==> src/rtl/vecmac_accumulator.sv <==
// Signed int8 multiply-accumulate stage: registered 16-bit product, wide accumulator
// closed by in_last, and a valid/ready result port with element count and sticky overflow.
module vecmac_accumulator #(
    parameter int ACC_W = 32,
    parameter int CNT_W = 16
) (
    input  logic             clk,
    input  logic             rst,
    input  logic             in_valid,
    output logic             in_ready,
    input  logic [7:0]       in_a,
    input  logic [7:0]       in_b,
    input  logic             in_last,
    output logic             out_valid,
    input  logic             out_ready,
    output logic [ACC_W-1:0] out_acc,
    output logic [CNT_W-1:0] out_count,
    output logic             out_ovf
);

    localparam logic [0:0] ST_ACCUM = 1'b0;
    localparam logic [0:0] ST_DONE  = 1'b1;

    logic [0:0]              state_r;
    logic signed [15:0]      p_r;
    logic                    p_vld_r;
    logic                    p_last_r;
    logic                    last_pend_r;
    logic signed [ACC_W-1:0] acc_r;
    logic [CNT_W-1:0]        count_r;
    logic                    ovf_r;

    logic                    accept_s;
    logic                    out_fire_s;
    logic signed [15:0]      a_ext_s;
    logic signed [15:0]      b_ext_s;
    logic signed [15:0]      prod_s;
    logic signed [ACC_W-1:0] p_ext_s;
    logic signed [ACC_W-1:0] sum_s;
    logic                    sum_ovf_s;
    logic                    count_sat_s;

    // Handshake decode, product, sign extension and overflow detection.
    always_comb begin
        in_ready    = 1'b0;
        out_valid   = 1'b0;
        if (!rst) begin
            in_ready  = (state_r == ST_ACCUM) && !last_pend_r;
            out_valid = (state_r == ST_DONE);
        end else begin
            in_ready  = 1'b0;
            out_valid = 1'b0;
        end
        accept_s    = in_valid && in_ready;
        out_fire_s  = out_valid && out_ready;
        // 16-bit operands keep -128 * -128 = +16384 exact.
        a_ext_s     = {{8{in_a[7]}}, in_a};
        b_ext_s     = {{8{in_b[7]}}, in_b};
        prod_s      = a_ext_s * b_ext_s;
        p_ext_s     = {{(ACC_W-16){p_r[15]}}, p_r};
        sum_s       = acc_r + p_ext_s;
        sum_ovf_s   = (acc_r[ACC_W-1] == p_ext_s[ACC_W-1]) &&
                      (sum_s[ACC_W-1] != acc_r[ACC_W-1]);
        count_sat_s = (count_r == {CNT_W{1'b1}});
    end

    // Result port is a direct view of the accumulator state, forced to zero in reset.
    always_comb begin
        out_acc   = {ACC_W{1'b0}};
        out_count = {CNT_W{1'b0}};
        out_ovf   = 1'b0;
        if (!rst) begin
            out_acc   = acc_r;
            out_count = count_r;
            out_ovf   = ovf_r;
        end else begin
            out_acc   = {ACC_W{1'b0}};
            out_count = {CNT_W{1'b0}};
            out_ovf   = 1'b0;
        end
    end

    // Product stage, accumulation stage and ACCUM/DONE sequencing.
    always_ff @(posedge clk) begin
        if (rst) begin
            state_r     <= ST_ACCUM;
            p_r         <= 16'sd0;
            p_vld_r     <= 1'b0;
            p_last_r    <= 1'b0;
            last_pend_r <= 1'b0;
            acc_r       <= {ACC_W{1'b0}};
            count_r     <= {CNT_W{1'b0}};
            ovf_r       <= 1'b0;
        end else begin
            if (accept_s) begin
                p_r      <= prod_s;
                p_vld_r  <= 1'b1;
                p_last_r <= in_last;
                if (in_last) begin
                    last_pend_r <= 1'b1;
                end
            end else begin
                p_vld_r  <= 1'b0;
                p_last_r <= 1'b0;
            end

            case (state_r)
                ST_ACCUM: begin
                    if (p_vld_r) begin
                        acc_r <= sum_s;
                        if (!count_sat_s) begin
                            count_r <= count_r + {{(CNT_W-1){1'b0}}, 1'b1};
                        end
                        if (sum_ovf_s) begin
                            ovf_r <= 1'b1;
                        end
                        if (p_last_r) begin
                            state_r <= ST_DONE;
                        end
                    end
                end
                ST_DONE: begin
                    // No input can be accepted here, so clearing cannot race an accumulate.
                    if (out_fire_s) begin
                        acc_r       <= {ACC_W{1'b0}};
                        count_r     <= {CNT_W{1'b0}};
                        ovf_r       <= 1'b0;
                        last_pend_r <= 1'b0;
                        state_r     <= ST_ACCUM;
                    end
                end
                default: begin
                    state_r <= ST_ACCUM;
                end
            endcase
        end
    end

endmodule

==> config.mk <==
export PLATFORM = sky130hd
export DESIGN_NAME = vecmac_accumulator
export DESIGN_NICKNAME = d
export VERILOG_FILES = /design/src/rtl/vecmac_accumulator.sv
export SDC_FILE = /design/constraint.sdc
export NUM_CORES = 1
export LEC_CHECK = 0
export CELL_PAD_IN_SITES_DETAIL_PLACEMENT = 1
export CELL_PAD_IN_SITES_GLOBAL_PLACEMENT = 1
export CORE_MARGIN = 3
export CORE_UTILIZATION = 48
export DETAILED_ROUTE_END_ITERATION = 7
export GPL_TIMING_DRIVEN = 0
export PLACE_DENSITY = 0.95
export SETUP_SLACK_MARGIN = 0.05
export SYNTH_ARGS = -nofsm -noshare
export SYNTH_HDL_FRONTEND = slang
export SYNTH_SLANG_ARGS = --single-unit
==> constraint.sdc <==
create_clock -name clk -period 9.72 [get_ports clk]
set_input_delay 2.43 -clock clk [delete_from_list [all_inputs] [get_ports clk]]
set_output_delay 2.43 -clock clk [all_outputs]
set_load 0.01 [all_outputs]
==> metrics.csv <==
stage;metric;value;unit
clocking;CTS Buf Count;9;
drt;DRT antenna net count;0;
clocking;worst skew pair latency;0.34;ns
sta;Final min period;7.32;ns
synth;cells after synthesis;829;
worst_setup_path;Worst setup SP type;primary input;
clocking;CTS tree;done;
worst_setup_path;R2R cell count;10;
synth;Post-synth top cells;inv_1, dfxtp_1, ha_1;
worst_setup_path;Worst Setup End Kind;flop;
worst_setup_path;Crit. path cell count;18;
grt;GRT overflow;0;
synth;EDFF count, synth;0;
final_layout;n_diodes;0;
clocking;# resized after CTS;0;
pwr;Max IR drop VDD;0.141;mV
sta;Slew Viols, Final;0;
die;num rows;43;
sta;final setup vio count;0;
synth;sequential fraction of the synthesis area;19.9;%
clocking;H-tree Lvls;3;
synth;area leader, netlist;dfxtp_1;
worst_setup_path;Critical Path Max Stage Delay;0.61;ns
sta;Final period util;75.3;%
sta;worst hold slack;0.492;ns
min_path;HP Class;flop to flop;
drt;vias per cell;5.93;
run_status;outcome;finished, final reports clean;
clocking;post-cts hold buffer count;0;
synth;ys flop type;dfxtp_1;
clocking;Max Root-Sink Buffers;2;
worst_setup_path;reg2reg start;p_r[0];
synth;synth top area cells;dfxtp_1, fa_1, ha_1;
synth;Post-synth ARST share;0;%
min_path;hold path depth;2;
pwr;Leak;0.00358;uW
grt;initial antenna violation count;0;
sta;RSZ-0062 raised after global routing;no;
synth;syn avg cell area;8.39;sq um
synth;most common cell in the netlist;inv_1;
sta;Peak Freq;137;MHz
drt;drt wl/cell;20.2;um
worst_setup_path;Slowest-stage cell, CP;clkdlybuf4s50_1;
drt;1st-iter DRT viols;362;
synth;Distinct cells, synth;60;
drt;drt drc;0;
grt;first-pass GRT wire length;36200;um
synth;Netlist Area Pre-Place;6960;sq um
die;die area;16000;sq um
grt;largest net degree at the start of global routing;21;
sta;final hold vios;0;
final_layout;Area growth, synth to finish;17.7;%
worst_setup_path;CP Cell Sequence;clkdlybuf4s50_1 -> and2_1 -> fa_1 -> inv_1 -> fa_1 -> inv_1 -> fa_1 -> inv_1 -> fa_1 -> inv_1 -> ha_1 -> o21ai_0 -> a21oi_1 -> o21ai_0 -> a21boi_0 -> o211ai_1 -> and3_1 -> o31ai_1;
synth;#FFs+latches synth;69;
worst_setup_path;family with the most delay on the worst path;adder cells;
worst_setup_path;required time worst endpoint;9.97;ns
clocking;Post-CTS Setup Inserts;0;
drt;DR pass1 iterations;5;
pwr;PD cells;187;nW/um^2
worst_setup_path;Worst Setup SP;in_b[4];
place;post-DP HPWL;16600;um
die;core area;14000;sq um
place;IO buf count;71;
final_layout;# fillers;1666;
clocking;CTS clk-pin slew, worst paths;0.06;ns
synth;Synth top area share;19.9;%
drt;Detailed Route WL;22200;um
grt;vias in the first global route;7142;
clocking;root buffer selected by CTS;clkbuf_16;
worst_setup_path;CP arrival;7.58;ns
sta;post-route setup TNS;0;ns
grt;All-Layer GR Usage;27.8;%
place;gp weighted congestion;0.927;
worst_setup_path;Max FO, Critical Path;8;
final_layout;fin nets;1049;
flow_run;# Max-Cap Violations;0;
worst_setup_path;WS Path Type;primary input to flop;
worst_setup_path;worst path bufs/invs;5;
die;starting density of the core;49.6;%
die;Die Y;126;um
final_layout;fraction of layout cells with a size suffix above 1;2.95;%
die;die width;126;um
worst_setup_path;Worst R2R End;acc_r[28];
die;IO Count;72;
worst_setup_path;Critical Path End;p_r[14];
worst_setup_path;Reg2Reg Setup Slack;6.12;ns
clocking;CTS sink cnt;69;
drt;Via Count;6494;
sta;Slew headroom;38.6;%
sta;actual slew at the worst max-slew pin;0.920;ns
synth;Syn Nets;967;
synth;yosys synthesis warning count;0;
sta;Fin Clk Skew;0.00675;ns
## sequential cells by signal, summed over array words and instances, names as in the netlist
register     count
p_vld_r          1
p_last_r         1
state_r          1
count_r         16
acc_r           32
p_r             16
ovf_r            1
last_pend_r      1
## per-layer routing
layer	global-route usage, %	vias up	part of all wire (%)
met5	0	-	0
met1	34.4	3238	42
met2	49.3	217	51
li1	-	2987	-
met3	3.87	52	4.3
met4	9.91	0	2.8
## metrics by stage
step	utilization (%)	total power, uW	std cells	area, sq um	worst slack (ns)
2_1_floorplan	-	951	829	6960	3.38
3_3_place_gp	56.2	1110	1080	7890	2.42
3_5_place_dp	56.2	1180	1080	7890	2.16
4_1_cts	58.3	1530	1096	8190	2.47
5_1_grt	58.3	1650	1096	8190	2.10
6_report	58.3	1530	1096	8190	2.40
## cell usage in the layout (no fill, tap or decap), types with 25 or more instances in the layout
cell type	Yosys	layout
a22o_1	28	28
o21ai_0	25	25
ha_1	61	61
a21oi_1	34	34
nor2_1	54	54
clkbuf_1	30	31
inv_1	101	101
and2_1	45	45
dfxtp_1	69	69
xnor2_1	35	35
nor2b_1	51	51
clkdlybuf4s50_1	0	71
nand2_1	48	48
fa_1	56	56
## tightest hold or removal path: stages (launching register included)
cell	delay (ns)
dfxtp_1	0.32
nand3b_1	0.08
nand2_1	0.05
## worst min path at each step
stage | endpoint | slack (ns) | startpoint
2_1_floorplan | state_r | 0.40 | p_last_r
6_report | p_r[4] | 0.49 | p_r[4]
3_3_place_gp | state_r | 0.41 | p_last_r
4_1_cts | p_r[4] | 0.49 | p_r[4]
5_1_grt | p_r[0] | 0.51 | p_r[0]
3_5_place_dp | state_r | 0.45 | p_last_r
## report_power, final
part	internal [uW]	switching [uW]
sequential	313	32.2
combinational	346	505
clock	198	139
## final cells by class
| class | count | area, sq um | area share (%) |
|---|---|---|---|
| Clock buffer | 10 | 229 | 2.80 |
| Buffer | 32 | 123 | 1.50 |
| Sequential cell | 69 | 1380 | 16.9 |
| Inverter | 102 | 383 | 4.68 |
| Multi-Input combinational cell | 626 | 5070 | 61.9 |
| Tap cell | 180 | 225 | 2.75 |
| Timing Repair Buffer | 71 | 711 | 8.68 |
| Clock inverter | 6 | 63.8 | 0.779 |
## kinds of logic (layout without fill, tap and decap cells)
group / after synthesis / in the layout / share of synthesized area (%)
DFF: 69 / 69 / 19.9
AOI/OAI and AO/OA: 175 / 175 / 17.9
buffers and inverters: 134 / 221 / 7.26
muxes: 1 / 1 / 0.144
adders and majority gates: 117 / 117 / 27.1
and+or+nand+nor: 285 / 285 / 21.7
xor gates and xnor gates: 48 / 48 / 6.04
Power figures use the tool's default switching activity.
